File: src/rtl/fetch_pkg.sv
// Shared fetch-side types: the {pc, instr} payload carried from fetch to decode.
package fetch_pkg;

  typedef logic [31:0] T;

  typedef struct packed {
    T pc;
    T instr;
  } fetch_entry_t;

  localparam int unsigned IBUF_DEPTH = 4;

endpackage

File: src/rtl/instr_buffer_ram.sv
// Entry storage for instr_buffer: one synchronous write port, one async read port.
module instr_buffer_ram
  import fetch_pkg::*;
#(
  parameter int unsigned DEPTH = IBUF_DEPTH,
  parameter int unsigned AW    = $clog2(DEPTH)
) (
  input  logic                  clk,
  input  logic                  reset,
  input  logic                  we_i,
  input  logic [AW-1:0]         waddr_i,
  input  fetch_entry_t          wdata_i,
  input  logic [AW-1:0]         raddr_i,
  output fetch_entry_t          rdata_o
);

  fetch_entry_t mem_q [DEPTH];

  // Reset clears the array; flush deliberately leaves it alone.
  always_ff @(posedge clk or posedge reset) begin
    if (reset) begin
      for (int i = 0; i < int'(DEPTH); i++) begin
        mem_q[i] <= '0;
      end
    end else if (we_i) begin
      mem_q[waddr_i] <= wdata_i;
    end
  end

  assign rdata_o = mem_q[raddr_i];

endmodule

File: src/rtl/instr_buffer.sv
// Fetch-to-decode decoupling queue with show-ahead head, count-based full/empty and flush.
module instr_buffer
  import fetch_pkg::*;
#(
  parameter int unsigned DEPTH = IBUF_DEPTH
) (
  input  logic                       clk,
  input  logic                       reset,
  input  logic                       flush,
  input  T                           instr_from_fetch,
  input  T                           pc_from_fetch,
  input  logic                       valid_from_fetch,
  output logic                       ready_to_fetch,
  output T                           instr_to_decode,
  output T                           pc_to_decode,
  output logic                       valid_to_decode,
  input  logic                       ready_from_decode,
  output logic [$clog2(DEPTH):0]     count
);

  localparam int unsigned PW = $clog2(DEPTH);
  localparam int unsigned CW = PW + 1;

  logic [PW-1:0] wr_ptr_q, wr_ptr_d;
  logic [PW-1:0] rd_ptr_q, rd_ptr_d;
  logic [CW-1:0] count_q, count_d;
  logic          push_c, pop_c;
  fetch_entry_t  wr_entry_c, rd_entry_c;

  // Handshakes depend only on registered occupancy, so no ready/valid feed-through.
  assign ready_to_fetch  = (count_q != CW'(DEPTH));
  assign valid_to_decode = (count_q != '0);
  assign push_c          = valid_from_fetch && ready_to_fetch;
  assign pop_c           = valid_to_decode && ready_from_decode;

  assign wr_entry_c = '{pc: pc_from_fetch, instr: instr_from_fetch};

  instr_buffer_ram #(
    .DEPTH (DEPTH),
    .AW    (PW)
  ) u_ram (
    .clk     (clk),
    .reset   (reset),
    .we_i    (push_c && !flush),
    .waddr_i (wr_ptr_q),
    .wdata_i (wr_entry_c),
    .raddr_i (rd_ptr_q),
    .rdata_o (rd_entry_c)
  );

  // Pointer/count next state; flush wins over any same-cycle push or pop.
  always_comb begin
    wr_ptr_d = wr_ptr_q;
    rd_ptr_d = rd_ptr_q;
    count_d  = count_q;
    if (flush) begin
      wr_ptr_d = '0;
      rd_ptr_d = '0;
      count_d  = '0;
    end else begin
      if (push_c) wr_ptr_d = wr_ptr_q + PW'(1);
      if (pop_c)  rd_ptr_d = rd_ptr_q + PW'(1);
      case ({push_c, pop_c})
        2'b10:   count_d = count_q + CW'(1);
        2'b01:   count_d = count_q - CW'(1);
        default: count_d = count_q;
      endcase
    end
  end

  always_ff @(posedge clk or posedge reset) begin
    if (reset) begin
      wr_ptr_q <= '0;
      rd_ptr_q <= '0;
      count_q  <= '0;
    end else begin
      wr_ptr_q <= wr_ptr_d;
      rd_ptr_q <= rd_ptr_d;
      count_q  <= count_d;
    end
  end

  assign count           = count_q;
  assign instr_to_decode = valid_to_decode ? rd_entry_c.instr : '0;
  assign pc_to_decode    = valid_to_decode ? rd_entry_c.pc    : '0;

endmodule

File: config.mk
export PLATFORM = sky130hd
export DESIGN_NAME = instr_buffer
export DESIGN_NICKNAME = d
export VERILOG_FILES = /design/src/rtl/fetch_pkg.sv /design/src/rtl/instr_buffer_ram.sv /design/src/rtl/instr_buffer.sv
export SDC_FILE = /design/constraint.sdc
export NUM_CORES = 1
export LEC_CHECK = 0
export CAP_MARGIN = 40
export CORE_MARGIN = 10
export CORE_UTILIZATION = 45
export DETAILED_ROUTE_END_ITERATION = 12
export GPL_ROUTABILITY_DRIVEN = 0
export PLACE_DENSITY = 0.66
export SYNTH_ARGS = -nofsm -noshare
export SYNTH_HDL_FRONTEND = slang
export SYNTH_SLANG_ARGS = --single-unit
File: constraint.sdc
create_clock -name clk -period 11.1 [get_ports clk]
set_input_delay 2.22 -clock clk [delete_from_list [all_inputs] [get_ports clk]]
set_output_delay 2.22 -clock clk [all_outputs]
set_load 0.005 [all_outputs]
==> Word-level counts from Yosys, hierarchy flattened <==
Cells that the tools add are included.
W data, S select, Z words.
{ "word_totals": {"ff_bits": 263, "out_inout_bits": 69, "elab_cells": 46, "inputBits": 69} }
{ "classes": {"n_reduce_logical": 9, "magnitude_cmp": 3, "mux": 14, "bitwise_logic": 2, "addsub": 4, "eq_ne": 3} }
{ "ops": {"columns": ["operator", "n"], "rows": [
  ["$bwmux W256", 1],
  ["$mux W64", 3],
  ["$bmux W64 S2", 1],
  ["$demux W64 S2", 1],
  ["$mux W32", 2],
  ["$mux W2", 4],
  ["$ge A3 B3 Y1 const B", 2],
  ["$not A2 Y3", 2],
  ["$pmux W3 S2", 1],
  ["$reduce_bool A3 Y1", 2],
  ["$add A2 B1 Y2 const B", 2],
  ["$logic_and A1 B1 Y1", 4],
  ["$reduce_bool A2 Y1", 2],
  ["$add A3 B1 Y3 const B", 1],
  ["$lt A3 B1 Y1 const B", 1],
  ["$mux W3", 1],
  ["$ne A3 B3 Y1 const B", 1],
  ["$sub A3 B1 Y3 const B", 1],
  ["$eq A2 B1 Y1 const B", 1],
  ["$eq A2 B2 Y1 const B", 1],
  ["$logic_not A1 Y1", 1]
]} }

==> Logic depth before layout (Yosys ltp) <==
{ "depth": {"word_depth": 6, "mapped_depth": 8, "ltp_nobuf": 6} }

==> Cells and area by module <==
From an unflattened synthesis, not the netlist that was laid out.
{ "hier_totals": {"cells_unflattened": 754, "hier_area_um2": 12129.1} }
{ "modules_own_cells": {"columns": ["mod", "seq_area_each_um2", "n_inst", "area_each_um2", "cells_each"], "rows": [
  ["instr_buffer_ram", 6406.1, 1, 11131.9, 622],
  ["instr_buffer", 175.2, 1, 997.2, 132]
]} }

==> Worst setup path after synthesis <==
No wires, ideal clock.
{ "synth_timing": {"kind": "input to register", "start": "input port valid_from_fetch", "end": "register count_q[2] (netlist: count[2])", "cell_stages": 7, "setup_time_ps": 88, "path_slack_ps": 7215, "arrival_time_ps": 3796, "path_buffers": 1, "required_ps": 11012, "path_cell_list": "clkbuf_1 -> o21ai_0 -> and3_1 -> fa_1 -> nor4b_1 -> o21ai_0 -> a41oi_1"} }
{ "synth_between": {"elab_chain_len": 4, "word_cells_on_any_way": 6, "cone_classes": "2 x eq/ne; 2 x mux; 2 x reduce/logical"} }
{ "synth_lines": {"columns": ["element", "line_no", "rtl"], "rows": [
  ["from (decl)", "instr_buffer.sv:12", "input logic valid_from_fetch,"],
  ["$logic_and A1 B1 Y1 (*)", "instr_buffer.sv:33", "assign push_c = valid_from_fetch && ready_to_fetch;"],
  ["$eq A2 B1 Y1 or $eq A2 B2 Y1 (tied branches)", "instr_buffer.sv:63", "case ({push_c, pop_c})"],
  ["$pmux W3 S2", "instr_buffer.sv:63", null],
  ["$mux W3", "instr_buffer.sv:56", "if (flush) begin"],
  ["to (signal assigned)", "instr_buffer.sv:79", "count_q <= count_d;"],
  ["to (decl)", "instr_buffer.sv:26", "logic [CW-1:0] count_q, count_d;"]
]} }
Mark *: on every way between the ends. The rest lies on a longest branch, timed or not.
A chain may end at the register's enable or synchronous reset.

==> Worst setup path in the final report <==
{ "layout_timing": {"start": "register rd_ptr_q[1]", "end": "output port instr_to_decode[29]"} }
{ "layout_between": {"elab_chain_len": 5} }
{ "layout_lines": {"columns": ["element", "line_no", "rtl"], "rows": [
  ["from (decl)", "instr_buffer.sv:25", "logic [PW-1:0] rd_ptr_q, rd_ptr_d;"],
  ["from (signal assigned)", "instr_buffer.sv:78", "rd_ptr_q <= rd_ptr_d;"],
  ["$not A2 Y3 (not written as such)", "instr_buffer_ram.sv:30", "assign rdata_o = mem_q[raddr_i];"],
  ["$bmux W64 S2", "instr_buffer_ram.sv:30", null],
  ["$mux W64 (not written as such) (2 in a row)", "instr_buffer_ram.sv:30", null],
  ["$mux W32", "instr_buffer.sv:84", "assign instr_to_decode = valid_to_decode ? rd_entry_c.instr : '0;"],
  ["to (decl)", "instr_buffer.sv:14", "output T instr_to_decode,"]
]} }
No other way between the ends. The select of a mux whose other input is x is not followed.

==> results summary <==
The run finished with clean final reports. The worst register-to-register path ends at count[2]$_DFFE_PP0P_. After layout, the worst path uses 49.9% of the clock period.

The first TritonRoute pass finished after 4 iterations. The placed standard-cell area is 14,100 sq um. The gate count after technology mapping came out at 752. Leaving out fill and tap cells, the most frequent cells in the layout are dfrtp_1, clkdlybuf4s50_1, mux2_2. The maximum number of pins on one net before global-route repair came out at 76. The number of different library cells in the post-synthesis netlist came out at 36. The utilization after layout is 54.5%.

The root buffer selected by CTS is clkbuf_16. The remaining routing DRC violations came out at 0. The number of vias per cell came out at 5.24. The number of flops mapped to enable cells by yosys is 0.

The logic depth of the worst register-to-register path is 6. The area enclosed by the die boundary came out at 35,300 sq um. The post-synth net total came out at 826. The worst hold path begins at u_ram.mem_q[45]$_DFFE_PP0P_. The number of global-route vias before repair came out at 7,492. The clock tree from TritonCTS is yes. The reg-to-reg critical path startpoint is count[1]$_DFFE_PP0P_. The part of the Yosys area used for sequential elements came out at 51.9%.

The number of rows in the core area came out at 61. The number of max-slew violations in the final report is 0. The final routed wire length divided by cell count came out at 21.1 um. The cell area after technology mapping came out at 12,700 sq um. The number of cells on the worst hold path is 1. The post-route total power came out at 3.57 mW. The share of flip-flops with an asynchronous set or reset came out at 100%.

The highest clock rate came out at 181 MHz. The total overflow reported by the global router is 0. The clock skew is 0.00733 ns. The post-CTS setup-driven buffer insertion count came out at 0.

The clock latency at the later pin of the worst-skew pair came out at 0.54 ns. The final-report hold violation count is 0. Dividing total power by cell area gives a power density of 236 nW/um^2. The sum of negative setup slack is 0 ns. The total wire length after detailed routing is 27,000 um. From synthesis to final layout, the design area changed by 19.6%. The Yosys warning count is 0. The violation count after the first detailed-routing iteration came out at 395.

The post-cts hold buffer count came out at 0. The flip-flop cell with the highest count after synthesis is dfrtp_1. In this run the worst path has a maximum fanout of 37. The share of the synthesized area in the top cell type is 51.9%. The count of buffers added on input and output ports is 137. By startpoint and endpoint, the worst setup path is classified as flop to primary output. The starting density of the core is 45.6%.

The width of the die came out at 188 um. The post-cts resize count came out at 0. The total number of nets in the final design came out at 950. The detailed-placement wirelength estimate is 16,200 um. The global-route wire length before repair came out at 44,300 um. The peak supply drop is 0.000118 V. The path with the worst hold slack has its endpoint at u_ram.mem_q[45]$_DFFE_PP0P_. The clock-pin transition on the worst setup and hold timing paths came out at 0.06 ns. The count of cells in the finished layout, fillers not included, comes to 1,278. The fill cell total of the finished layout came out at 2,288. The worst setup slack for register-to-register paths came out at 8.25 ns. The die extent in y came out at 188 um. The setup-violating endpoint count in the final report is 0.

No sink is reached through more buffers than the 3 on the longest clock path. Summing all flip-flop and latch instances after layout gives 6590 sq um. The static leakage is 6.81 nW. The aggregate global-route resource usage came out at 15.3%.

The largest total area in the synthesized netlist belongs to dfrtp_1. The routed via count came out at 6,696. At the pin with the least slew margin, the transition time is 0.809 ns. The number of antenna violations at the first check in global routing is 3. The signal arrival time at the worst endpoint is 3.32 ns. The post-placement cell count came out at 1,223. Subtracting the final worst setup slack from the clock period gives 5.54 ns. The number of clock sinks seen by CTS came out at 263. The count of maximum capacitance violations is 0.

Setup repair after global routing left no endpoint under its margin. The path category of the worst min-delay check is flop to flop. The detail route stage leaves a number of antenna-violating nets equal to 0. The critical path data required time is 8.88 ns. The average cell area after synthesis is 16.8 sq um.

138 I/O pins were placed. In the final layout, the multi-input gates occupy 5570 sq um. The library cell used most frequently in the layout, excluding fill and tap cells, is dfrtp_1. The number of clock buffers inserted by TritonCTS came out at 29.

The cell area after layout came out at 15,100 sq um. The fraction of final layout cells with drive strength greater than 1 came out at 43.0%. STA classifies the critical path startpoint as a flop. The worst relative slew slack came out at 45.9%. The area of the core is 27,800 sq um.

The synthesized design contains 263 register bits. In the post-synthesis netlist, the biggest area contributors are dfrtp_1, mux2_4, mux2_2. The CTS H-tree depth came out at 1. The sort of element at the end of the critical path is a primary output.
-- report_power, final --
| part | total, mW | switching [mW] | leakage, nW | internal, mW |
|---|---|---|---|---|
| Combinational | 1.03 | 0.311 | 3.02 | 0.723 |
| Sequential | 1.52 | 0.203 | 3.29 | 1.32 |
| Clock | 1.02 | 0.383 | 0.506 | 0.636 |
| Total | 3.57 | 0.897 | 6.81 | 2.68 |
-- cell usage after synthesis, drive strengths merged, types with 2 or more instances --
| cell type | instances |
|---|---|
| nand3 | 6 |
| buf | 42 |
| mux4 | 64 |
| or3 | 2 |
| dfrtp | 263 |
| nand2 | 9 |
| or3b | 2 |
| and2 | 64 |
| clkbuf | 10 |
| nor2 | 4 |
| ha | 4 |
| o21ai | 4 |
| mux2 | 256 |
| xnor2 | 2 |
| inv | 3 |
| a41oi | 2 |
| xor2 | 2 |
| a21oi | 2 |
-- cell type report --
| cell class | instances | area share, % |
|---|---|---|
| multi-input combinational | 434 | 36.8 |
| tap | 378 | 3.12 |
| antenna | 1 | 0.0165 |
| clock inverter | 13 | 1.30 |
| timing repair buffer | 145 | 9.71 |
| clock buffer | 41 | 5.48 |
| inverter | 3 | 0.124 |
| sequential | 263 | 43.5 |
-- routing by layer --
layer	vias up	track usage, %	share of wire (%)
met5	-	0	0.10
met4	4	2.98	1.7
met3	38	3.93	5.0
met2	128	24.1	46
met1	3534	21.1	47
li1	2992	-	-
-- worst max-delay path, stage by stage, from the launching register on --
cell	delay (ns)
dfrtp_4	0.76
buf_4	0.74
mux4_2	0.63
and2_1	0.18
clkdlybuf4s50_1	0.45
-- sequential cells by signal (all words and copies together), names as in the netlist --
signal	cells
u_ram.mem_q	256
count	3
rd_ptr_q	2
wr_ptr_q	2
-- how the worst max path moves through the flow --
stage	from	to	slack, ns	cells after the start
after floorplan	reset	count[0]$_DFFE_PP0P_	1.64	1
after global placement	rd_ptr_q[1]$_DFFE_PP0P_	instr_to_decode[29]	6.02	4
after detailed placement	rd_ptr_q[1]$_DFFE_PP0P_	instr_to_decode[29]	6.04	4
after CTS	rd_ptr_q[1]$_DFFE_PP0P_	instr_to_decode[29]	5.44	4
after global routing	rd_ptr_q[1]$_DFFE_PP0P_	instr_to_decode[29]	5.34	4
final	rd_ptr_q[1]$_DFFE_PP0P_	instr_to_decode[29]	5.56	4
-- metrics by stage --
stage	worst slack (ns)	hold WS [ns]
after floorplan	1.64	0.474
after global placement	6.02	0.482
after detailed placement	6.04	0.487
after CTS	5.44	0.501
after global routing	5.34	0.513
final	5.56	0.501
-- cell families (layout without fill, tap and decap cells) --
family	Yosys count	in the layout	share of synthesized area [%]
buffers and inverters	55	202	4.15
and+or+nand+nor	94	94	4.86
xor gates and xnor gates	4	4	0.277
adders and majority gates	5	5	0.553
other	0	1	0
AOI/OAI and AO/OA	11	11	0.543
DFF	263	263	51.9
muxes	320	320	37.7
Note: power is estimated with default switching activity, not from simulation.
